===== config.mk =====
export PLATFORM = sky130hd
export DESIGN_NAME = pipe_core
export DESIGN_NICKNAME = d
export VERILOG_FILES = /design/src/rtl/pipe_core.sv
export SDC_FILE = /design/constraint.sdc
export NUM_CORES = 1
export LEC_CHECK = 0
export CORE_ASPECT_RATIO = 2
export CORE_MARGIN = 2
export CORE_UTILIZATION = 59
export CTS_CLUSTER_SIZE = 30
export DETAILED_ROUTE_END_ITERATION = 6
export PLACE_DENSITY = 0.79
export SYNTH_ARGS = -nofsm -noshare
export SYNTH_HDL_FRONTEND = slang
export SYNTH_SLANG_ARGS = --single-unit

===== constraint.sdc =====
create_clock -name clk -period 4.6 [get_ports clk]
set_clock_uncertainty 0.05 [all_clocks]
set_input_delay 0.92 -clock clk [delete_from_list [all_inputs] [get_ports clk]]
set_output_delay 0.92 -clock clk [all_outputs]
set_load 0.02 [all_outputs]

===== src/rtl/pipe_core.sv =====
// Four-stage (IF/ID/EX/WB) pipelined core: EX-stage forwarding, register-file
// write-through, jump flush with two-cycle penalty, global stall, saturating retire counter.
module pipe_core #(
  parameter int unsigned     DATA_W   = 8,
  parameter int unsigned     PC_W     = 8,
  parameter logic [PC_W-1:0] RESET_PC = '0,
  parameter int unsigned     CNT_W    = 16
) (
  input  logic              clk,
  input  logic              reset,
  input  logic              stall,
  output logic [PC_W-1:0]   imem_addr,
  input  logic [7:0]        imem_data,
  output logic              wb_valid,
  output logic [2:0]        wb_rd,
  output logic [DATA_W-1:0] wb_data,
  output logic [CNT_W-1:0]  retire_count
);

  localparam int unsigned NREG    = 8;
  localparam int unsigned INSTR_W = 8;

  localparam logic [1:0] OP_ADD  = 2'b00;
  localparam logic [1:0] OP_SUB  = 2'b01;
  localparam logic [1:0] OP_ADDI = 2'b10;
  localparam logic [1:0] OP_JMP  = 2'b11;

  typedef struct packed {
    logic               valid;
    logic [INSTR_W-1:0] instr;
    logic [PC_W-1:0]    pc;
  } ifid_t;

  typedef struct packed {
    logic              valid;
    logic [1:0]        op;
    logic [2:0]        rd;
    logic [2:0]        rs;
    logic [DATA_W-1:0] rd_val;
    logic [DATA_W-1:0] rs_val;
    logic [PC_W-1:0]   pc;
  } idex_t;

  typedef struct packed {
    logic              valid;
    logic              write;
    logic [2:0]        rd;
    logic [DATA_W-1:0] data;
  } exwb_t;

  logic [PC_W-1:0]   pc_q, pc_d;
  ifid_t             ifid_q, ifid_d;
  idex_t             idex_q, idex_d;
  exwb_t             exwb_q, exwb_d;
  logic [DATA_W-1:0] rf_q [NREG];
  logic [CNT_W-1:0]  retire_q, retire_d;

  logic              commit;
  logic [2:0]        id_rd, id_rs;
  logic [DATA_W-1:0] id_rd_val, id_rs_val;
  logic [DATA_W-1:0] op_a, op_b, imm_ext, result;
  logic              jump;
  logic [PC_W-1:0]   jmp_target;

  assign commit = exwb_q.valid & exwb_q.write;

  // ID read: a value committing at this edge wins over the stale array entry
  always_comb begin
    id_rd     = ifid_q.instr[5:3];
    id_rs     = ifid_q.instr[2:0];
    id_rd_val = rf_q[id_rd];
    id_rs_val = rf_q[id_rs];
    if (commit && (exwb_q.rd == id_rd)) id_rd_val = exwb_q.data;
    if (commit && (exwb_q.rd == id_rs)) id_rs_val = exwb_q.data;
  end

  // EX: operands forwarded from EX/WB, ALU and jump target
  always_comb begin
    op_a    = idex_q.rd_val;
    op_b    = idex_q.rs_val;
    if (commit && (exwb_q.rd == idex_q.rd)) op_a = exwb_q.data;
    if (commit && (exwb_q.rd == idex_q.rs)) op_b = exwb_q.data;
    imm_ext = DATA_W'($signed(idex_q.rs));
    result  = '0;
    case (idex_q.op)
      OP_ADD:  result = op_a + op_b;
      OP_SUB:  result = op_a - op_b;
      OP_ADDI: result = op_a + imm_ext;
      default: result = '0;
    endcase
    jump       = idex_q.valid && (idex_q.op == OP_JMP);
    jmp_target = idex_q.pc + PC_W'($signed({idex_q.rd, idex_q.rs}));
  end

  // Next-state for the whole pipeline; a taken jump squashes IF/ID and ID/EX
  always_comb begin
    pc_d         = pc_q + PC_W'(1);

    ifid_d.valid = 1'b1;
    ifid_d.instr = imem_data;
    ifid_d.pc    = pc_q;

    idex_d.valid  = ifid_q.valid;
    idex_d.op     = ifid_q.instr[7:6];
    idex_d.rd     = id_rd;
    idex_d.rs     = id_rs;
    idex_d.rd_val = id_rd_val;
    idex_d.rs_val = id_rs_val;
    idex_d.pc     = ifid_q.pc;

    exwb_d.valid = idex_q.valid;
    exwb_d.write = idex_q.valid && (idex_q.op != OP_JMP);
    exwb_d.rd    = idex_q.rd;
    exwb_d.data  = result;

    if (jump) begin
      pc_d         = jmp_target;
      ifid_d.valid = 1'b0;
      idex_d.valid = 1'b0;
    end

    retire_d = retire_q;
    if (exwb_q.valid && (retire_q != {CNT_W{1'b1}})) retire_d = retire_q + CNT_W'(1);
  end

  // Pipeline and PC registers; stall freezes everything
  always_ff @(posedge clk or negedge reset) begin
    if (!reset) begin
      pc_q     <= RESET_PC;
      ifid_q   <= '0;
      idex_q   <= '0;
      exwb_q   <= '0;
      retire_q <= '0;
    end else if (!stall) begin
      pc_q     <= pc_d;
      ifid_q   <= ifid_d;
      idex_q   <= idex_d;
      exwb_q   <= exwb_d;
      retire_q <= retire_d;
    end
  end

  // Register file, written from EX/WB
  always_ff @(posedge clk or negedge reset) begin
    if (!reset) begin
      for (int i = 0; i < int'(NREG); i++) rf_q[i] <= '0;
    end else if (!stall && commit) begin
      rf_q[exwb_q.rd] <= exwb_q.data;
    end
  end

  assign imem_addr    = pc_q;
  assign wb_valid     = commit & ~stall;
  assign wb_rd        = exwb_q.rd;
  assign wb_data      = exwb_q.data;
  assign retire_count = retire_q;

endmodule


=== Yosys cells after proc, flatten, opt, wreduce, memory -nomap -nowiden ===
Cells that the tools add are included.

* Register bits: 151
* Bits in latches: 0
* Bits in writable memories: 0
* Memory bits (read-only): 0
* Input bits: 11
* Output and inout bits: 36
* Word-level logic and storage cells: 78
* Memories: 0

* Add/sub/neg operators: 6
* $mul: 0
* Divide/modulo/power cells: 0
* $lt $le $gt $ge: 4
* Equal/unequal tests: 9
* Shift operators: 0
* Multiplexer cells: 17
* Bitwise gates (word level): 6
* Reductions and logical operators: 12

{| class="wikitable"
|+ Operator list
! cell !! count
|-
| 8-bit two-way mux || 10
|-
| 64-bit bitwise mux || 1
|-
| 8-bit binary-select mux with 3-bit select || 2
|-
| 8-bit adder || 3
|-
| 8-bit demux with 3-bit select || 1
|-
| 8-bit one-hot mux with 3 select lines || 1
|-
| 16-bit by 1-bit adder with 16-bit output (second input constant) || 1
|-
| 16-bit != test (second input constant) || 1
|-
| 3-bit == test || 4
|-
| 4-bit greater-or-equal comparator (second input constant) || 3
|-
| 3-bit inverter with 4-bit output || 3
|-
| 1-bit logical AND || 9
|-
| 8-bit by 1-bit adder with 8-bit output (second input constant) || 1
|-
| 8-bit subtractor || 1
|-
| 2-bit == test (second input constant) || 2
|-
| 4-bit by 1-bit less-than comparator with 1-bit output (second input constant) || 1
|-
| 1-bit AND || 2
|-
| 2-bit by 1-bit == test with 1-bit output (second input constant) || 1
|-
| 2-bit zero test || 1
|-
| 1-bit two-way mux || 2
|-
| 2-bit != test (second input constant) || 1
|-
| 2-bit AND reduction || 1
|-
| 1-bit zero test || 1
|-
| 1-bit inverter || 1
|}

=== Logic depth before layout (Yosys ltp) ===
Gate-level depths: netlist of the first run.

* Depth in word-level cells: 6
* Depth in mapped cells: 16
* Mapped depth without buffers: 14

=== Least setup slack after synthesis of the first run ===
No wires, ideal clock.

* Path kind: reg-to-reg
* Start: register exwb_q, in the netlist wb_data[3]
* End: register exwb_q, in the netlist wb_data[7]
* Library setup time: 121 ps
* Arrival: 3017 ps
* Required time: 4429 ps
* Path slack: 1412 ps
* Stages on the path, launching flop included: 13
* Path buffers: 0
* Period minus slack after synthesis: 3188 ps
* Cell sequence: dfrtp_1 -> or4_4 -> or2_2 -> mux2_2 -> o21bai_1 -> a21oi_1 -> ha_1 -> or2_2 -> a21oi_1 -> a31oi_1 -> xnor2_2 -> xnor2_1 -> a22o_1

* Word-level cells in the longest chain between the ends: 3
* Elaborated cells on any way between the ends: 6
* Classes of those cells: 3 x add/sub; 3 x mux

{| class="wikitable"
|+ Ends and longest elaborated chain
! item !! line !! RTL
|-
| from (decl) || 54 || <nowiki>exwb_t exwb_q, exwb_d;</nowiki>
|-
| from (signal assigned) || 138 || <nowiki>exwb_q <= exwb_d;</nowiki>
|-
| 8-bit two-way mux, on equally long branches || 81, 82 ||
|-
| 8-bit adder (tied with other cells) || 88 || <nowiki>OP_ADDI: result = op_a + imm_ext;</nowiki>
|-
| 8-bit one-hot mux with 3 select lines * || 85 || <nowiki>case (idex_q.op)</nowiki>
|}

Mark *: on every way between the ends. The rest lies on a longest branch, timed or not.
A chain may end at the register's enable or synchronous reset.

=== Final worst setup path of the first run ===
* Start: register exwb_q, in the netlist wb_rd[2]
* End: register exwb_q, in the netlist wb_data[6]

* Word-level cells in the longest chain between the ends: 5
* Elaborated cells on any way between the ends: 10
* Classes of those cells: 3 x add/sub; 2 x eq/ne; 3 x mux; 2 x reduce/logical

{| class="wikitable"
|+ Ends and longest elaborated chain
! item !! line
|-
| 3-bit == test, on equally long branches || 81, 82
|-
| 1-bit logical AND, on equally long branches || 81, 82
|-
| 8-bit two-way mux, on equally long branches || 81, 82
|-
| 8-bit adder (tied with other cells) || 88
|-
| 8-bit one-hot mux with 3 select lines * || 85
|}

Marks and branches as above.

==> results.sh, run 1 <==
export IMPL_final_common_cell="dfrtp_1"
export IMPL_min_path_cells=2
export IMPL_synthTopCellsByArea="dfrtp_1 (45%), mux2_2 (14%), mux4_2 (8.6%)"
export IMPL_hold_end="idex_d[7]"
export IMPL_power_leakage_nw=4.13
export IMPL_yosysWarnings=0
export IMPL_worstMarginPinSlew_ns=1.23
export IMPL_placementRows=61
export IMPL_h_tree_depth=4
export IMPL_diodes=0
export IMPL_layout_setup_ws_ns=0.925
export IMPL_drive_above_1_share=0.265
export IMPL_cts_made_buffers=17
export IMPL_reg2regPathDepth=14
export IMPL_top_usage_layer="met2"
export IMPL_die_h_um=173
export IMPL_setup_violations=0
export IMPL_synth_top_area_cell="dfrtp_1"
export IMPL_fmax_mhz=272
export IMPL_wirelength_mm=19.0
export IMPL_async_reset_ff_frac=1.00
export IMPL_layout_common_cells="dfrtp_1 (151), mux2_2 (107), nand2_1 (46), a21oi_1 (46), clkdlybuf4s50_1 (44)"
export IMPL_hold_ws_ns=0.433
export IMPL_postLayoutCellArea_sq_um=9430
export IMPL_dpl_cell_count=893
export IMPL_peakVddDrop_mv=0.356
export IMPL_path_class="reg -> reg"
export IMPL_core_sq_um=13900
export IMPL_dr_total_vias=5759
export IMPL_viasPerCell=6.23
export IMPL_fin_crit_ns=3.67
export IMPL_relSlewSlack=0.182
export IMPL_grt_pass1_vias=6083
export IMPL_syn_mean_instance_area_sq_um=11.8
export IMPL_root_buffer="clkbuf_16"
export IMPL_route_detailed_wl_per_inst_um=20.6
export IMPL_cts_num_sinks=151
export IMPL_r2r_end="wb_data[6]"
export IMPL_dieArea_sq_um=15300
export IMPL_critical_path_max_stage_delay_ns=0.52
export IMPL_path_cells="xor2_1 > nor4_4 > buf_4 > mux2i_1 > nor2_1 > a21oi_1 > o22ai_1 > fa_1 > a21o_1 > a21oi_1 > o21bai_1 > a21oi_1 > xor2_1 > o31ai_1"
export IMPL_worst_setup_path_start_kind="flop"
export IMPL_p_per_area_nw_per_um2=596
export IMPL_syn2layout_area_growth_pct=12.2
export IMPL_crit_slowest_cell="dfrtp_1"
export IMPL_cts_repair_resized=0
export IMPL_drtPass1Iterations=5
export IMPL_synth_seq_cells=151
export IMPL_tritoncts="done"
export IMPL_synth_top_cell_area_share=0.450
export IMPL_nNetsFinal=755
export IMPL_antenna_found_initial=0
export IMPL_dp_hpwl_mm=13.3
export IMPL_drc=0
export IMPL_r2r_start="wb_rd[2]"
export IMPL_synthFlopType="dfrtp_1"
export IMPL_rsz0062_at_grt="no"
export IMPL_use_met2=0.486
export IMPL_io_pins=47
export IMPL_arrival_ns=3.90
export IMPL_synthCells=710
export IMPL_post_cts_buffers=0
export IMPL_hold_class="reg -> reg"
export IMPL_post_dp_cell_area_sq_um=8840
export IMPL_dp_slack_ns=0.965
export IMPL_synth_cell_types=50
export IMPL_gp_congestion=0.872
export IMPL_grt_pass1_wl_mm=31.2
export IMPL_reg2reg_slack_ns=0.93
export IMPL_hold_viol=0
export IMPL_critPathMaxFanout=22
export IMPL_gr_usage_met3=0.0482
export IMPL_clk_path_buf_depth=2
export IMPL_synth_nets=742
export IMPL_drtIter0Drc=388
export IMPL_portBuffers=46
export IMPL_fin_tns_setup_ns=0
export IMPL_ctsHoldBuffers=0
export IMPL_start_util=0.605
export IMPL_path_clk_slew_ns=0.07
export IMPL_required_ns=4.83
export IMPL_syn_area_sq_um=8400
export IMPL_maxSlewViolCount=0
export IMPL_grtUsageTotal=0.270
export IMPL_die_width_um=88.4
export IMPL_grt_max_degree=106
export IMPL_worstSkewPairLatency_ns=0.43
export IMPL_overflow=0
export IMPL_drv_cap=0
export IMPL_layout_cells_non_filler=925
export IMPL_outcome="finished clean"
export IMPL_ys_seq_area_frac=0.450
export IMPL_synth_edf_count=0
export IMPL_grt_met1_usage=0.294
export IMPL_hp_start="idex_d[7]"
export IMPL_ant_nets=0
export IMPL_fin_crit_sh=0.799
export IMPL_cp_common_cell="a21oi_1"
export IMPL_crit_path_end_kind="flop"
## cell type report
| class | count | area, sq um |
|---|---|---|
| Clock buffer | 17 | 425 |
| Clock inverter | 15 | 156 |
| Fill cell | 996 | 4460 |
| Inverter | 9 | 33.8 |
| Multi-Input combinational cell | 489 | 4270 |
| Sequential cell | 151 | 3780 |
| Tap cell | 189 | 236 |
| Timing Repair Buffer | 55 | 527 |
## critical path, delay by kind of cell (launching register included)
| kind | cells | cell delay (ns) |
|---|---|---|
| AO/OA/AOI/OAI | 7 | 1.04 |
| XOR/XNOR | 2 | 0.41 |
| adder cells (fa/ha/maj) | 1 | 0.51 |
| buffers and inverters | 1 | 0.31 |
| flip-flops | 1 | 0.52 |
| multiplexers | 1 | 0.34 |
| AND/OR/NAND/NOR | 2 | 0.34 |
## how the worst max path moves through the flow
stage	from	end	slack, ns	depth (start not counted)
6_report	wb_rd[2]	wb_data[6]	0.93	14
5_1_grt	wb_rd[2]	wb_data[6]	0.66	14
4_1_cts	wb_rd[2]	wb_data[6]	0.94	14
3_5_place_dp	wb_rd[2]	wb_data[6]	0.96	14
3_3_place_gp	wb_rd[2]	wb_data[6]	1.09	14
2_1_floorplan	wb_data[3]	wb_data[7]	1.41	12
## through the flow
step / total power [mW] / util
global route: 5.94 / 0.679
global placement: 4.12 / 0.637
floorplan: 3.70 / -
detailed placement: 4.25 / 0.637
CTS: 5.63 / 0.679
finish: 5.62 / 0.679
## cell families after synthesis
group / synth area share
compound gates: 0.0752
xor+xnor: 0.0468
fa+ha+maj: 0.0331
buf+inv: 0.0421
flops: 0.450
mux: 0.260
simple gates: 0.0929
## registers in the layout (all words and copies together) (netlist names)
name,flops
idex_q,29
imem_addr,8
ifid_q,1
exwb_d,4
retire_count,16
id_rs,3
id_rd,3
idex_d,10
wb_data,8
wb_rd,3
exwb_q,2
rf_q,64
## per-layer routing
metal  up-vias  part of all wire
met3        63             0.036
met1      2940              0.35
met5         -                 0
li1       2576                 -
met4         0             0.040
met2       180              0.57
## report_power, final
| group | internal, mW | switching, mW | leakage [nW] |
|---|---|---|---|
| sequential | 1.75 | 0.524 | 1.96 |
| clock | 0.765 | 0.601 | 0.277 |
| combinational | 1.06 | 0.923 | 1.89 |
## Yosys cell counts (9+ instances only)
cell type and instances:
a21oi_1 46, buf_4 20, clkbuf_1 25, dfrtp_1 151, ha_1 19, inv_1 9, mux2_2 107, mux2i_1 26
mux4_2 32, nand2_1 46, nand3_1 13, nor2_1 41, nor3_1 9, o21ai_0 27, xnor2_1 20, xor2_1 23
No activity file was read; power rests on OpenSTA's default activity.
==> run 2: changes to the inputs <==
- clock period: 4.6 -> 3.5 ns (I/O delays scaled with it)
==> run 2 against run 1 <==
Compared with the run above: sequential power rose by 26%; critical path type unchanged; design area rose by 2.0%; cell count rose by 2.2%.
==> results.sh, run 2 (synthesis results as in run 1) <==
export IMPL_post_cts_buffers=0
export IMPL_path_class="reg -> reg"
export IMPL_post_dp_cell_area_sq_um=9010
export IMPL_root_buffer="clkbuf_16"
export IMPL_start_util=0.605
export IMPL_drtPass1Iterations=5
export IMPL_nNetsFinal=775
export IMPL_layout_setup_ws_ns=0.154
export IMPL_h_tree_depth=4
export IMPL_portBuffers=46
export IMPL_drtIter0Drc=414
export IMPL_grt_pass1_wl_mm=31.7
export IMPL_drv_cap=0
export IMPL_wirelength_mm=19.3
export IMPL_cp_common_cell="a21oi_1"
export IMPL_maxSlewViolCount=0
export IMPL_path_delay_family="compound AO/OA/AOI/OAI gates"
export IMPL_hold_ws_ns=0.236
export IMPL_worst_setup_path_start_kind="flop"
export IMPL_final_common_cell="dfrtp_1"
export IMPL_peakVddDrop_mv=0.434
export IMPL_viasPerCell=6.14
export IMPL_placementRows=61
export IMPL_total_power_mw=7.52
export IMPL_worstMarginPinSlew_ns=0.959
export IMPL_path_clk_slew_ns=0.07
export IMPL_die_width_um=88.4
export IMPL_core_sq_um=13900
export IMPL_io_pins=47
export IMPL_cts_num_sinks=151
export IMPL_grtUsageTotal=0.270
export IMPL_ant_nets=0
export IMPL_die_h_um=173
export IMPL_critical_path_max_stage_delay_ns=0.48
export IMPL_critPathMaxFanout=6
export IMPL_arrival_ns=3.62
export IMPL_grt_max_degree=76
export IMPL_required_ns=3.77
export IMPL_fmax_mhz=299
export IMPL_syn2layout_area_growth_pct=14.5
export IMPL_tritoncts="done"
export IMPL_worstSkewPairLatency_ns=0.42
export IMPL_cts_made_buffers=17
export IMPL_final_util=0.692
export IMPL_path_buf_inv=1
export IMPL_postLayoutCellArea_sq_um=9620
export IMPL_largest_reg_flops=64
export IMPL_gp_congestion=0.892
export IMPL_fin_crit_ns=3.35
export IMPL_power_leakage_nw=4.24
export IMPL_route_detailed_wl_per_inst_um=20.4
export IMPL_p_per_area_nw_per_um2=782
export IMPL_dp_hpwl_mm=13.7
export IMPL_diodes=0
export IMPL_dp_slack_ns=0.198
export IMPL_drive_above_1_share=0.284
export IMPL_fin_crit_sh=0.956
export IMPL_hold_viol=0
export IMPL_drc=0
export IMPL_grt_pass1_vias=6296
export IMPL_antenna_found_initial=0
export IMPL_setup_violations=0
export IMPL_dr_total_vias=5807
export IMPL_overflow=0
export IMPL_path_cells="xor2_1 > nor4_4 > buf_4 > mux2i_1 > nand2_1 > nor2_1 > a21oi_1 > o22ai_2 > fa_1 > a21o_1 > a21oi_1 > o21bai_1 > a21oi_1 > xor2_1 > o31ai_1"
export IMPL_dieArea_sq_um=15300
export IMPL_layout_common_cells="dfrtp_1 (151), mux2_2 (107), nand2_1 (46), a21oi_1 (46), clkdlybuf4s50_1 (44)"
export IMPL_clk_path_buf_depth=2
export IMPL_crit_slowest_cell="fa_1"
export IMPL_relSlewSlack=0.360
export IMPL_hold_class="in -> async"
export IMPL_crit_path_end_kind="flop"
export IMPL_outcome="finished clean"
export IMPL_regMostFlops="rf_q"
[run 2: cell count changes in the layout (fill, tap and decap cells not counted), sizes merged]
cell and delta:
inv -2, clkbuf +2, buf +20, bufinv +1
clkinv -1
[run 2: path summary, 6_finish.rpt]
| check | end | slack (ns) | cells past startpoint | start |
|---|---|---|---|---|
| setup reg to reg | wb_data[6] | 0.15 | 15 | idex_q[26] |
| hold reg to reg | idex_d[7] | 0.43 | 2 | idex_d[7] |
| hold / removal | idex_q[3] | 0.24 | 1 | reset |
| max in group asynchronous | rf_q[57] | 2.32 | 2 | reset |
| setup / recovery | wb_data[6] | 0.15 | 15 | idex_q[26] |
| min in group clk | idex_d[7] | 0.43 | 2 | idex_d[7] |
[run 2: worst reg2reg max path: cells and delay by family (launching register included)]
family,cells,cell delay (ns)
fa+ha+maj,1,0.48
simple gates,3,0.46
flops,1,0.43
mux,1,0.13
compound gates,7,1.21
xor+xnor,2,0.27
buf+inv,1,0.23
[run 2: power by group]
group          switching [mW]  leakage [nW]  internal [mW]
clock                   0.775         0.282           1.08
sequential              0.558          1.96           2.30
combinational            1.36          2.00           1.46
[run 2: what timing repair did]
item,4_1_cts,5_1_grt
gates resized for setup,0,3
hold buffers,0,0
setup endpoints to repair,0,2
[run 2: per-stage QoR]
stage               TNS, ns  cells
detailed placement        0    913
global route        -0.0105    945
finish                    0    945
global placement          0    913
CTS                       0    945
floorplan                 0    710
[run 2: routing by layer]
layer,track usage,vias to the layer above,share of wire,wire [um]
met3,0.0463,65,0.031,588
met2,0.488,148,0.56,10900
met5,0,-,0,0
met1,0.289,2963,0.36,6870
li1,-,2631,-,-
met4,0.141,0,0.048,931
[run 2: area by class of cell]
class                   instances  area [sq um]
fillers                      1022          4270
repair buffers                 75           693
clock buffers                  19           433
clock inverters                13           163
inverters                       9          33.8
flip-flops and latches        151          3780
well taps                     189           236
multi-input cells             489          4280
==> run 3: changes to the inputs <==
- CORE_ASPECT_RATIO: 2 -> 1.1
- GPL_ROUTABILITY_DRIVEN: default -> 0
==> run 3 against run 2 <==
Compared with the run above: via count down 0.29%; combinational power about the same; critical path type unchanged; largest cell class unchanged; global-route usage shrank 1.6 points; count of clock-buffer cells in the layout increased by 2; maximum frequency grew 0.94%; routed wire length down 4.8%; sequential power is essentially flat; die area is 0.37% lower.
==> results.sh, run 3 (synthesis results as in run 1) <==
export IMPL_peakVddDrop_mv=0.378
export IMPL_wirelength_mm=18.3
export IMPL_core_sq_um=13900
export IMPL_drc=0
export IMPL_path_class="reg -> reg"
export IMPL_p_per_area_nw_per_um2=789
export IMPL_largest_reg_flops=64
export IMPL_worstSkewPairLatency_ns=0.43
export IMPL_layout_common_cells="dfrtp_1 (151), mux2_2 (107), nand2_1 (46)"
export IMPL_reg2regPathDepth=14
export IMPL_drv_cap=0
export IMPL_tritoncts="done"
export IMPL_dieArea_sq_um=15200
export IMPL_fill_cells=975
export IMPL_regArea_sq_um=3780
export IMPL_dr_total_vias=5790
export IMPL_critPathMaxFanout=12
export IMPL_drive_above_1_share=0.282
export IMPL_start_util=0.607
export IMPL_path_cells="xor2_1 > nor4_4 > buf_4 > buf_4 > nand3_1 > a31oi_1 > a21oi_1 > ha_1 > or2_2 > a21oi_1 > a31oi_1 > xnor2_2 > xnor2_1 > a22o_1"
export IMPL_outcome="finished clean"
export IMPL_r2r_end="wb_data[7]"
export IMPL_grtUsageTotal=0.255
export IMPL_arrival_ns=3.59
export IMPL_hold_class="in -> async"
export IMPL_overflow=0
export IMPL_grt_pass1_wl_mm=30.1
export IMPL_fin_crit_sh=0.947
export IMPL_ctsHoldBuffers=0
export IMPL_drtIter0Drc=471
export IMPL_die_width_um=118
export IMPL_layout_cells_non_filler=940
export IMPL_placementRows=45
export IMPL_final_common_cell="dfrtp_1"
export IMPL_io_pins=47
export IMPL_grt_pass1_vias=5999
export IMPL_nNetsFinal=771
export IMPL_crit_slowest_cell="dfrtp_1"
export IMPL_antenna_found_initial=0
export IMPL_relSlewSlack=0.355
export IMPL_cts_num_sinks=151
export IMPL_ant_nets=0
export IMPL_setup_violations=0
export IMPL_grt_max_degree=76
export IMPL_path_delay_family="simple AND/OR/NAND/NOR gates"
export IMPL_required_ns=3.77
export IMPL_path_buf_inv=2
export IMPL_worstMarginPinSlew_ns=0.968
export IMPL_post_dp_cell_area_sq_um=8980
export IMPL_reg2reg_slack_ns=0.18
export IMPL_regMostFlops="rf_q"
export IMPL_h_tree_depth=4
export IMPL_clk_path_buf_depth=2
export IMPL_worst_setup_path_start_kind="flop"
export IMPL_diodes=0
export IMPL_dpl_cell_count=908
export IMPL_route_detailed_wl_per_inst_um=19.5
export IMPL_viasPerCell=6.16
export IMPL_post_cts_buffers=0
export IMPL_critical_path_max_stage_delay_ns=0.42
export IMPL_root_buffer="clkbuf_16"
export IMPL_drtPass1Iterations=5
export IMPL_portBuffers=46
export IMPL_fin_crit_ns=3.32
export IMPL_fmax_mhz=302
export IMPL_cts_repair_resized=0
export IMPL_hold_viol=0
export IMPL_power_leakage_nw=4.24
export IMPL_total_power_mw=7.57
export IMPL_maxSlewViolCount=0
export IMPL_syn2layout_area_growth_pct=14.3
export IMPL_multi_input_area_sq_um=4280
export IMPL_r2r_start="idex_q[26]"
export IMPL_crit_path_end_kind="flop"
export IMPL_cts_made_buffers=17
export IMPL_path_clk_slew_ns=0.06
export IMPL_die_h_um=129
export IMPL_dp_hpwl_mm=12.2
export IMPL_postLayoutCellArea_sq_um=9600
run 3: cell type report:
type	instances	area share
well taps	188	0.0245
multi-input cells	489	0.445
inverters	9	0.00352
repair buffers	71	0.0687
flip-flops and latches	151	0.394
clock buffers	21	0.0490
clock inverters	11	0.0152
run 3: power breakdown:
group	switching, mW	leakage, nW	internal, mW
logic	1.36	1.98	1.45
clock network	0.725	0.299	1.18
registers	0.560	1.96	2.30
total	2.64	4.24	4.93
run 3: worst max-delay path by stage:
stage | slack [ns] | to | startpoint | depth (start not counted)
after CTS | 0.21 | wb_data[7] | wb_data[3] | 12
after global placement | 0.28 | wb_data[7] | wb_data[3] | 12
after detailed placement | 0.23 | wb_data[7] | wb_data[3] | 12
after floorplan | 0.31 | wb_data[7] | wb_data[3] | 12
after global routing | -0.005 | wb_data[7] | idex_q[26] | 15
final | 0.18 | wb_data[7] | idex_q[26] | 14
run 3: metal layers:
metal,up-vias,track usage,share of wire
met5,-,0,0
met4,0,0.129,0.032
met3,52,0.0471,0.042
met2,195,0.430,0.50
met1,2929,0.319,0.42
li1,2614,-,-
run 3: stage by stage:
step	worst slack [ns]	utilization	hold slack [ns]	TNS, ns
finish	0.185	0.693	0.228	0
global route	-0.00538	0.693	0.276	-0.00538
CTS	0.211	0.693	0.246	0
detailed placement	0.227	0.648	0.422	0
global placement	0.279	0.648	0.414	0
floorplan	0.312	-	0.354	0
run 3: worst register-to-register path, delay by kind of cell (launching register included):
kind / cells / cell delay, ns
and+or+nand+nor: 3 / 0.77
AOI/OAI and AO/OA: 5 / 0.69
xor gates and xnor gates: 3 / 0.46
buffers and inverters: 2 / 0.46
DFF: 1 / 0.42
adders and majority gates: 1 / 0.34
